### src/rtl/servo_seq_ctl_if.sv
// rtl/servo_seq_ctl_if.sv - angle load handshake between sequencer and PWM generator
interface servo_seq_ctl_if;
    logic [7:0] out_angle;
    logic       out_vld;
    logic       out_rdy;

    modport master (output out_angle, output out_vld, input out_rdy);
    modport slave  (input out_angle, input out_vld, output out_rdy);
endinterface

### src/rtl/servo_seq_ctl.sv
// rtl/servo_seq_ctl.sv - frame-synchronous, rate-limited servo angle sequencer
module servo_seq_ctl #(
    parameter int unsigned FRAME_CYCLES = 240000,
    parameter logic [7:0]  STEP         = 8'd2,
    parameter logic [7:0]  INIT_ANGLE   = 8'd90,
    parameter logic [7:0]  SWEEP_MIN    = 8'd0,
    parameter logic [7:0]  SWEEP_MAX    = 8'd180,
    parameter logic [7:0]  HOLD_FRAMES  = 8'd25
) (
    input  logic                   clk,
    input  logic                   rst_n,
    input  logic                   mode,
    input  logic [7:0]             man_angle,
    output logic                   frame_tick,
    output logic                   sweeping,
    output logic                   ovr,
    servo_seq_ctl_if.master        pwm
);
    localparam int FCW = (FRAME_CYCLES > 1) ? $clog2(FRAME_CYCLES) : 1;
    localparam logic [FCW-1:0] FC_LAST = FCW'(FRAME_CYCLES - 1);

    typedef enum logic [2:0] {MANUAL, SWP_UP, HOLD_HI, SWP_DN, HOLD_LO} state_t;

    logic [FCW-1:0] fc_q, fc_d;
    logic [7:0]     cur_q, cur_d;
    logic [7:0]     hcnt_q, hcnt_d;
    state_t         state_q, state_d;
    logic           vld_q, vld_d;
    logic           ovr_q, ovr_d;
    logic           swp_q, swp_d;

    logic       pending;
    logic [7:0] man_clamped;
    logic [7:0] tgt;
    logic [7:0] diff;
    logic [7:0] hcnt_inc;

    assign frame_tick    = (fc_q == FC_LAST);
    assign pending       = vld_q & ~pwm.out_rdy;
    assign man_clamped   = (man_angle > 8'd180) ? 8'd180 : man_angle;
    assign hcnt_inc      = hcnt_q + 8'd1;
    assign pwm.out_angle = cur_q;
    assign pwm.out_vld   = vld_q;
    assign ovr           = ovr_q;
    assign sweeping      = swp_q;

    always_comb begin
        tgt = cur_q;
        case (state_q)
            MANUAL:  tgt = man_clamped;
            SWP_UP:  tgt = SWEEP_MAX;
            SWP_DN:  tgt = SWEEP_MIN;
            default: tgt = cur_q;
        endcase
    end

    always_comb begin
        fc_d    = frame_tick ? '0 : fc_q + FCW'(1);
        cur_d   = cur_q;
        hcnt_d  = hcnt_q;
        state_d = state_q;
        vld_d   = vld_q;
        ovr_d   = 1'b0;
        diff    = 8'd0;

        if (frame_tick && pending) begin
            // Generator has not taken the previous angle: freeze everything.
            ovr_d = 1'b1;
        end else if (frame_tick) begin
            vld_d = 1'b1;
            if (cur_q < tgt) begin
                diff  = tgt - cur_q;
                cur_d = cur_q + ((diff < STEP) ? diff : STEP);
            end else if (cur_q > tgt) begin
                diff  = cur_q - tgt;
                cur_d = cur_q - ((diff < STEP) ? diff : STEP);
            end

            if (state_q == MANUAL) begin
                if (mode) begin
                    state_d = (cur_d < SWEEP_MAX) ? SWP_UP : SWP_DN;
                    hcnt_d  = 8'd0;
                end
            end else if (!mode) begin
                state_d = MANUAL;
                hcnt_d  = 8'd0;
            end else begin
                case (state_q)
                    SWP_UP: if (cur_d == SWEEP_MAX) begin
                        state_d = HOLD_HI;
                        hcnt_d  = 8'd0;
                    end
                    SWP_DN: if (cur_d == SWEEP_MIN) begin
                        state_d = HOLD_LO;
                        hcnt_d  = 8'd0;
                    end
                    HOLD_HI, HOLD_LO: begin
                        if (hcnt_inc >= HOLD_FRAMES) begin
                            state_d = (state_q == HOLD_HI) ? SWP_DN : SWP_UP;
                            hcnt_d  = 8'd0;
                        end else begin
                            hcnt_d  = hcnt_inc;
                        end
                    end
                    default: state_d = MANUAL;
                endcase
            end
        end else if (vld_q && pwm.out_rdy) begin
            vld_d = 1'b0;
        end

        swp_d = (state_d != MANUAL);
    end

    always_ff @(posedge clk or negedge rst_n) begin
        if (!rst_n) begin
            fc_q    <= '0;
            cur_q   <= INIT_ANGLE;
            hcnt_q  <= 8'd0;
            state_q <= MANUAL;
            vld_q   <= 1'b0;
            ovr_q   <= 1'b0;
            swp_q   <= 1'b0;
        end else begin
            fc_q    <= fc_d;
            cur_q   <= cur_d;
            hcnt_q  <= hcnt_d;
            state_q <= state_d;
            vld_q   <= vld_d;
            ovr_q   <= ovr_d;
            swp_q   <= swp_d;
        end
    end
endmodule

### src/flat_wrapper.sv
// flat-port wrapper written by rule: the top's interface ports become plain ports
module servo_seq_ctl_flat 
#(
    parameter int unsigned FRAME_CYCLES = 240000,
    parameter logic [7:0]  STEP         = 8'd2,
    parameter logic [7:0]  INIT_ANGLE   = 8'd90,
    parameter logic [7:0]  SWEEP_MIN    = 8'd0,
    parameter logic [7:0]  SWEEP_MAX    = 8'd180,
    parameter logic [7:0]  HOLD_FRAMES  = 8'd25
)
  (clk, rst_n, mode, man_angle, frame_tick, sweeping, ovr, pwm_out_angle, pwm_out_vld, pwm_out_rdy);
  servo_seq_ctl_if pwm_i ();
  input  logic clk;
  input  logic rst_n;
  input  logic mode;
  input  logic [7:0] man_angle;
  output logic frame_tick;
  output logic sweeping;
  output logic ovr;
  output wire logic [$bits(pwm_i.out_angle)-1:0] pwm_out_angle;
  output wire logic [$bits(pwm_i.out_vld)-1:0] pwm_out_vld;
  input wire logic [$bits(pwm_i.out_rdy)-1:0] pwm_out_rdy;
  assign pwm_out_angle = pwm_i.out_angle;
  assign pwm_out_vld = pwm_i.out_vld;
  assign pwm_i.out_rdy = pwm_out_rdy;
  servo_seq_ctl #(.FRAME_CYCLES(FRAME_CYCLES), .STEP(STEP), .INIT_ANGLE(INIT_ANGLE), .SWEEP_MIN(SWEEP_MIN), .SWEEP_MAX(SWEEP_MAX), .HOLD_FRAMES(HOLD_FRAMES)) u_core (.clk(clk), .rst_n(rst_n), .mode(mode), .man_angle(man_angle), .frame_tick(frame_tick), .sweeping(sweeping), .ovr(ovr), .pwm(pwm_i));
endmodule
### config.mk
export PLATFORM = sky130hd
export DESIGN_NAME = servo_seq_ctl_flat
export DESIGN_NICKNAME = d
export VERILOG_FILES = /design/src/rtl/servo_seq_ctl_if.sv /design/src/rtl/servo_seq_ctl.sv /design/src/flat_wrapper.sv
export SDC_FILE = /design/constraint.sdc
export NUM_CORES = 1
export LEC_CHECK = 0
export CORE_MARGIN = 3
export CORE_UTILIZATION = 34
export CTS_BUF_LIST = sky130_fd_sc_hd__clkbuf_4 sky130_fd_sc_hd__clkbuf_8
export DETAILED_ROUTE_END_ITERATION = 12
export GPL_TIMING_DRIVEN = 0
export PLACE_DENSITY = 0.51
export RECOVER_POWER = 100
export SYNTH_ARGS = -nofsm -noshare
export SYNTH_HDL_FRONTEND = slang
export SYNTH_SLANG_ARGS = --single-unit
### constraint.sdc
create_clock -name clk -period 5.2 [get_ports clk]
set_clock_uncertainty 0.1 [all_clocks]
set_input_delay 0.78 -clock clk [delete_from_list [all_inputs] [get_ports clk]]
set_output_delay 0.78 -clock clk [all_outputs]
set_load 0.03 [all_outputs]
==> results by group, run 1 <==
Status
  • Outcome: complete, but fails checks
  • Failing checks: max-capacitance violations, max-slew violations, negative setup slack

Global route
  • Initial antenna violation count: 0
  • Global-route wire length before repair: 20500 µm
  • Largest net degree at the start of global routing: 36
  • Vias in the first global route: 4008
  • Total GRT Usage: 17.8%
  • GR Overflow Total: 0

Cells and area
  • Nets: 651
  • Layout Area Growth over Synthesis: 30.8%
  • Number of diodes: 0
  • Fillers: 1199
  • Storage cell area: 1010 µm²
  • Share of cells above drive strength 1: 25.6%
  • Multi-input gate area: 3300 µm²
  • Design area: 5510 µm²

Route
  • Via density: 5.32
  • Pre-antenna DRT Iters: 4
  • Via count: 4115
  • DRC Markers: 0
  • WL/cell: 16.0 µm
  • Initial drt markers: 263
  • Total wire length: 12400 µm
  • Post-route antenna net violation count: 0

Place
  • GPL Wtd Cong: 0.901
  • Port Buffer Count: 23
  • Detailed placement HPWL: 8860 µm
  • Post-place instance area: 4810 µm²

Floorplan
  • Initial core utilization: 34.9%
  • Die Y-Extent: 117 µm
  • Die Wd: 117 µm
  • Placeable Area: 12100 µm²
  • IO Pins: 24
  • Row cnt: 40
  • Die area: 13800 µm²

Pwr
  • Worst VDD drop: 0.0835 mV
  • P_leak: 2.30 nW
  • PD cells: 137 nW/µm²
  • Power Total: 0.755 mW

Timing
  • Worst rel slew slack: -29.4%
  • Slew Limit Fails: 36
  • Hold Vio Cnt, Final: 0
  • Period minus WS final: 5.97 ns
  • Setup TNS: -8.19 ns
  • Final-report setup violation count: 13
  • Highest clock rate: 167 MHz
  • Final period utilization: 115%
  • RSZ-0062 raised after global routing: yes
  • Measured slew at the worst slew-check pin: 1.94 ns
  • Final WS setup: -0.771 ns

Min path
  • Worst Hold Class: in -> async

Logic synthesis
  • Ys async rst share: 100%
  • Cell variety after synth: 87
  • Yosys warns: 0
  • Avg Inst Size Synth: 8.12 µm²
  • Mapped Cells: 519
  • Syn Std Cell Area: 4210 µm²
  • Post-synthesis sequential area ratio: 23.9%
  • Synth Flop Type: dfrtp_1
  • #FFs+latches synth: 40
  • EDFF count, synth: 0

Clock network
  • Post-CTS Hold Buffers: 0
  • CTS root buf: clkbuf_8
  • Clock Pin Slew Worst Setup and Hold Paths: 0.07 ns
  • Total CTS buffers: 5
  • Sink Count: 40
  • CTS tree: done
  • H-tree Lvls: 2
  • Worst skew pair latency: 0.29 ns
  • Worst-case clock buffer depth: 2

Worst setup path
  • Worst-path cell chain: buf_8 -> o21ai_4 -> a211oi_4 -> or4_4 -> o22a_1 -> ha_1 -> buf_6 -> a21o_1 -> o41a_1 -> or4_4 -> nor2_4 -> fa_2 -> nor2b_2 -> o31ai_2 -> a21oi_1 -> xor2_1 -> a221o_1 -> or3_4 -> nor4b_4 -> buf_4 -> nand3_4 -> a31oi_4 -> o21ai_1
  • Crit path arrival time: 6.04 ns
  • CP required: 5.27 ns
  • Crit Path Class: in -> reg
  • Startpoint Class: input port
  • Slowest-stage cell, CP: or4_4
  • Worst path max stage delay: 0.61 ns
  • Reg2reg setup slack: -0.70 ns
  • CP most frequent cell: or4_4
  • Max FO, Critical Path: 7
  • WP buf/inv: 3
  • Largest delay contributor family on the critical path: compound AO/OA/AOI/OAI gates
  • Setup crit end kind: flop

Flow run
  • Max-cap violation count: 1
[logic make-up after synthesis]
family	Yosys count	synth area share, %
compound gates	142	23.2
buf+inv	54	6.50
fa+ha+maj	36	11.3
mux	5	1.28
other cells	2	0.178
flops	40	23.9
xor+xnor	23	4.78
simple gates	217	28.8
[Yosys cell counts, drive strengths merged, types with 4 or more instances]
master	instances	area (µm²)
o21ai	25	125
a21o	9	67.6
nand2	43	161
nand3	23	125
nor3	9	45.0
a21oi	44	220
nor4	9	62.6
and2	9	56.3
nor3b	4	30.0
dfstp	4	105
a211oi	8	65.1
xnor2	15	131
or3	4	26.3
nand4	12	96.3
o211ai	8	65.1
inv	31	116
nor2b	7	43.8
xor2	8	70.1
buf	11	80.1
dfrtp	36	901
clkbuf	12	77.6
o21a	6	45.0
ha	31	388
or4	5	45.0
fa	4	80.1
nor2	48	183
and3	9	57.6
and4	4	36.3
nand2b	10	62.6
a31oi	7	56.3
nor4b	5	50.0
[layout by cell type, fill, tap and decap left out, types with 11 or more instances in the layout]
cell,netlist,routed
nand2_1,43,41
nand3_1,21,18
buf_6,4,21
ha_1,31,28
dfrtp_1,36,35
buf_4,1,35
a21oi_1,44,39
xnor2_1,15,15
nor2_1,47,43
conb_1,2,11
o21ai_0,23,20
inv_1,31,28
dlygate4sd3_1,0,11
[timing repair]
| item | in CTS | in global routing |
|---|---|---|
| buffers inserted | 47 | 10 |
| setup endpoints to repair | 17 | 18 |
| gates resized for setup | 58 | 43 |
| pin swaps | 28 | 36 |
| gates cloned | 0 | 0 |
[per-layer routing]
metal,vias to the layer above,wire [µm],track usage [%]
li1,2060,-,-
met5,-,0,0
met4,0,199,4.40
met1,1973,6020,24.6
met2,64,5730,28.6
met3,18,420,3.81
[final timing paths]
check                                            start                           end  cells after the start
hold / removal                                   rst_n     u_core.sweeping$_DFF_PN0_                      1
max in group asynchronous                        rst_n   u_core.state_q[1]$_DFF_PN0_                      2
setup reg to reg           u_core.state_q[0]$_DFF_PN0_  u_core.hcnt_q[1]$_DFFE_PN0P_                     22
min in group clk              u_core.fc_q[4]$_DFF_PN0_      u_core.fc_q[4]$_DFF_PN0_                      1
hold reg to reg               u_core.fc_q[4]$_DFF_PN0_      u_core.fc_q[4]$_DFF_PN0_                      1
setup / recovery                          man_angle[0]  u_core.hcnt_q[1]$_DFFE_PN0P_                     23
[layout make-up]
type | count | share of cell area [%]
multi-input cells | 434 | 59.9
flip-flops and latches | 40 | 18.3
repair buffers | 71 | 11.3
well taps | 168 | 3.81
plain buffers | 21 | 2.77
inverters | 31 | 2.11
clock buffers | 8 | 1.77
[sequential cells by signal, indices dropped and copies added (netlist names)]
register              flops
u_core.ovr                1
u_core.state_q            3
u_core.hcnt_q             8
u_core.pwm.out_vld        1
u_core.pwm.out_angle      8
u_core.sweeping           1
u_core.fc_q              18
[power breakdown]
part	switching, mW	total [mW]	leakage [nW]	internal (mW)
logic	0.118	0.220	1.73	0.102
clock network	0.105	0.224	0.0523	0.119
registers	0	0.311	0.513	0.311
total	0.224	0.755	2.30	0.531
[metrics by stage]
step,cells,hold slack [ns],setup slack [ns],utilization (%)
CTS,775,0.206,-0.886,44.3
finish,773,0.248,-0.771,45.7
global route,773,0.250,-0.959,45.7
detailed placement,720,0.389,-1.56,39.9
floorplan,528,0.359,-0.433,-
global placement,719,0.384,-1.54,39.7
Power figures use the tool's default switching activity.
==> run 2: changes to the inputs <==
--- a/config.mk
+++ b/config.mk
@@ -5,13 +5,13 @@
 export SDC_FILE = /design/constraint.sdc
 export NUM_CORES = 1
 export LEC_CHECK = 0
-export CORE_MARGIN = 3
 export CORE_UTILIZATION = 34
 export CTS_BUF_LIST = sky130_fd_sc_hd__clkbuf_4 sky130_fd_sc_hd__clkbuf_8
 export DETAILED_ROUTE_END_ITERATION = 12
 export GPL_TIMING_DRIVEN = 0
 export PLACE_DENSITY = 0.51
 export RECOVER_POWER = 100
+export SLEW_MARGIN = 10
 export SYNTH_ARGS = -nofsm -noshare
 export SYNTH_HDL_FRONTEND = slang
 export SYNTH_SLANG_ARGS = --single-unit
==> run 2 against run 1 <==
  * Power is 0.12% higher
  * Design area is 1.8% higher
  * Sequential share of layout area decreased by 0.31 points
  * Setup slack better by 0.14 ns
  * The run ends with negative setup slack left
  * Sequential cell count unchanged
  * Largest cell class unchanged
  * Critical path type unchanged
  * Combinational power about the same
  * First-iteration DRC count is 13% higher
  * Routed wire length is 3.1% higher
  * Largest power group unchanged
  * Register-to-register slack better by 0.15 ns
  * Via count is 1.0% higher
  * Utilization rose by 0.84 points
==> results by group, run 2 (same netlist as run 1, synthesis figures left out) <==
Status
  • Outcome: complete, but fails checks
  • Failing checks: negative setup slack

Floorplan
  • Die Y-Extent: 113 µm (-3.4%)
  • IO Pins: 24 (unchanged)
  • Placeable Area: 12100 µm² (unchanged)
  • Die area: 12800 µm² (-6.7%)
  • Row cnt: 40 (unchanged)
  • Die Wd: 113 µm (-3.4%)
  • Initial core utilization: 34.9% (unchanged)

Timing
  • Measured slew at the worst slew-check pin: 1.46 ns (-0.485 ns)
  • Slew Limit Fails: 0 (-100%)
  • Setup TNS: -6.94 ns (+1.25 ns)
  • Highest clock rate: 171 MHz (+2.3%)
  • Period minus WS final: 5.83 ns (-0.137 ns)
  • Hold Vio Cnt, Final: 0 (unchanged)
  • Worst rel slew slack: 2.94% (+32 points)
  • Final WS setup: -0.634 ns (+0.137 ns)
  • Final-report setup violation count: 12 (-1)
  • Final period utilization: 112% (-2.6 points)
  • RSZ-0062 raised after global routing: yes

Route
  • Via count: 4157 (+1.0%)
  • Post-route antenna net violation count: 0 (unchanged)
  • Total wire length: 12800 µm (+3.1%)
  • Via density: 5.33 (+0.11%)
  • DRC Markers: 0 (unchanged)
  • Pre-antenna DRT Iters: 4 (unchanged)
  • WL/cell: 16.4 µm (+2.2%)
  • Initial drt markers: 298 (+13%)

Global route
  • Total GRT Usage: 20.5% (+2.7 points)
  • Vias in the first global route: 4128 (+3.0%)
  • GR Overflow Total: 0 (unchanged)
  • Global-route wire length before repair: 20800 µm (+1.9%)
  • Initial antenna violation count: 0 (unchanged)
  • Largest net degree at the start of global routing: 28 (-22%)

Min path
  • Worst Hold Class: reg -> reg
  • Cells on Worst Hold Path: 1

Worst setup path
  • Worst-path cell chain: buf_2 -> a21oi_2 -> a211oi_2 -> or4_4 -> o22a_1 -> ha_4 -> clkbuf_8 -> or4_4 -> a221oi_2 -> nand3_2 -> fa_2 -> a211oi_4 -> or4b_4 -> nand4_1 -> and2_1 -> a221o_1 -> or3_4 -> nor4b_4 -> nand3_2 -> buf_6 -> nand3_4 -> a31oi_1
  • R2R depth: 23 (+4.5%)
  • Crit path arrival time: 5.92 ns (-0.12 ns)
  • CP required: 5.29 ns (+0.02 ns)
  • Crit Path Class: in -> reg
  • Max FO, Critical Path: 10 (+3)
  • CP Depth: 22 (-4.3%)
  • Largest delay contributor family on the critical path: simple AND/OR/NAND/NOR gates
  • WP buf/inv: 3 (unchanged)
  • Slowest-stage cell, CP: or4_4
  • Worst path max stage delay: 0.54 ns (-0.07 ns)
  • Setup crit end kind: flop
  • Startpoint Class: input port

Cells and area
  • Layout Area Growth over Synthesis: 33.2%
  • Most frequent cells in the layout: nor2_1 (43), buf_4 (41), nand2_1 (41), a21oi_1 (37), dfrtp_1 (34)
  • Nets: 658 (+1.1%)
  • Share of cells above drive strength 1: 28.4% (+2.8 points)
  • Max FFs per register: 18 (unchanged)
  • Design area: 5610 µm² (+1.8%)
  • Number of diodes: 0 (unchanged)
  • Commonest non-fill, non-tap cell in the layout: nor2_1
  • Top reg by flops: u_core.fc_q

Pwr
  • PD cells: 135 nW/µm² (-1.7%)
  • P_leak: 2.33 nW (+1.7%)
  • Worst VDD drop: 0.0937 mV (+12%)

Clock network
  • Clock Pin Slew Worst Setup and Hold Paths: 0.08 ns (about the same)
  • Worst-case clock buffer depth: 2 (unchanged)
  • CTS root buf: clkbuf_8
  • Post-CTS Hold Buffers: 0 (unchanged)
  • Total CTS buffers: 5 (unchanged)
  • H-tree Lvls: 2 (unchanged)
  • Worst skew pair latency: 0.30 ns (about the same)
  • Sink Count: 40 (unchanged)
  • CTS tree: done

Place
  • Port Buffer Count: 23 (unchanged)
  • Setup slack after placement: -1.52 ns (+0.0406 ns)
  • GPL Wtd Cong: 0.829 (-8.1%)
  • Post-place instance area: 4810 µm² (unchanged)
  • Detailed placement HPWL: 8880 µm (+0.22%)

Flow run
  • Max-cap violation count: 0 (-1)
## run 2: worst paths after layout
check | startpoint | slack [ns] | end
min in group asynchronous | rst_n | 0.41 | u_core.hcnt_q[4]$_DFFE_PN0P_
max in group asynchronous | rst_n | 2.80 | u_core.fc_q[0]$_DFF_PN0_
min | u_core.fc_q[4]$_DFF_PN0_ | 0.40 | u_core.fc_q[4]$_DFF_PN0_
max reg2reg | u_core.state_q[2]$_DFF_PN0_ | -0.55 | u_core.hcnt_q[0]$_DFFE_PN0P_
max | man_angle[5] | -0.63 | u_core.hcnt_q[0]$_DFFE_PN0P_
min reg2reg | u_core.fc_q[4]$_DFF_PN0_ | 0.40 | u_core.fc_q[4]$_DFF_PN0_
## run 2: what timing repair did
item,in CTS,in global routing
buffers inserted,47,19
endpoints found under the setup margin,17,18
pin swaps,29,44
resized for setup,68,45
## run 2: final cells by class
class | count | area [µm²]
Tap cell | 168 | 210
Timing Repair Buffer | 79 | 713
Buffer | 20 | 141
Inverter | 31 | 116
Clock inverter | 2 | 10.0
Fill cell | 1194 | 6450
Sequential cell | 40 | 1010
Clock buffer | 6 | 82.6
Multi-Input combinational cell | 434 | 3330
## run 2: per-stage QoR
step	instances	power [mW]	hold slack, ns	util [%]
finish	780	0.756	0.402	46.5
global route	780	0.797	0.442	46.5
CTS	774	0.748	0.269	44.5
detailed placement	720	0.482	0.388	39.9
global placement	719	0.479	0.384	39.7
floorplan	528	0.436	0.359	-
## run 2: power breakdown
group | internal, mW | total (mW) | switching (mW) | leakage, nW
Clock | 0.106 | 0.221 | 0.115 | 0.0510
Sequential | 0.311 | 0.311 | 0 | 0.511
Combinational | 0.107 | 0.223 | 0.116 | 1.77
## run 2: metal layers
layer / routed length, µm / share of wire (%) / GRT usage, % / vias up
met5: 0 / 0 / 0 / -
met3: 508 / 4.0 / 3.48 / 25
met2: 6010 / 47 / 33.1 / 78
met1: 5880 / 46 / 27.3 / 1987
li1: - / - / - / 2067
met4: 354 / 2.8 / 8.33 / 0
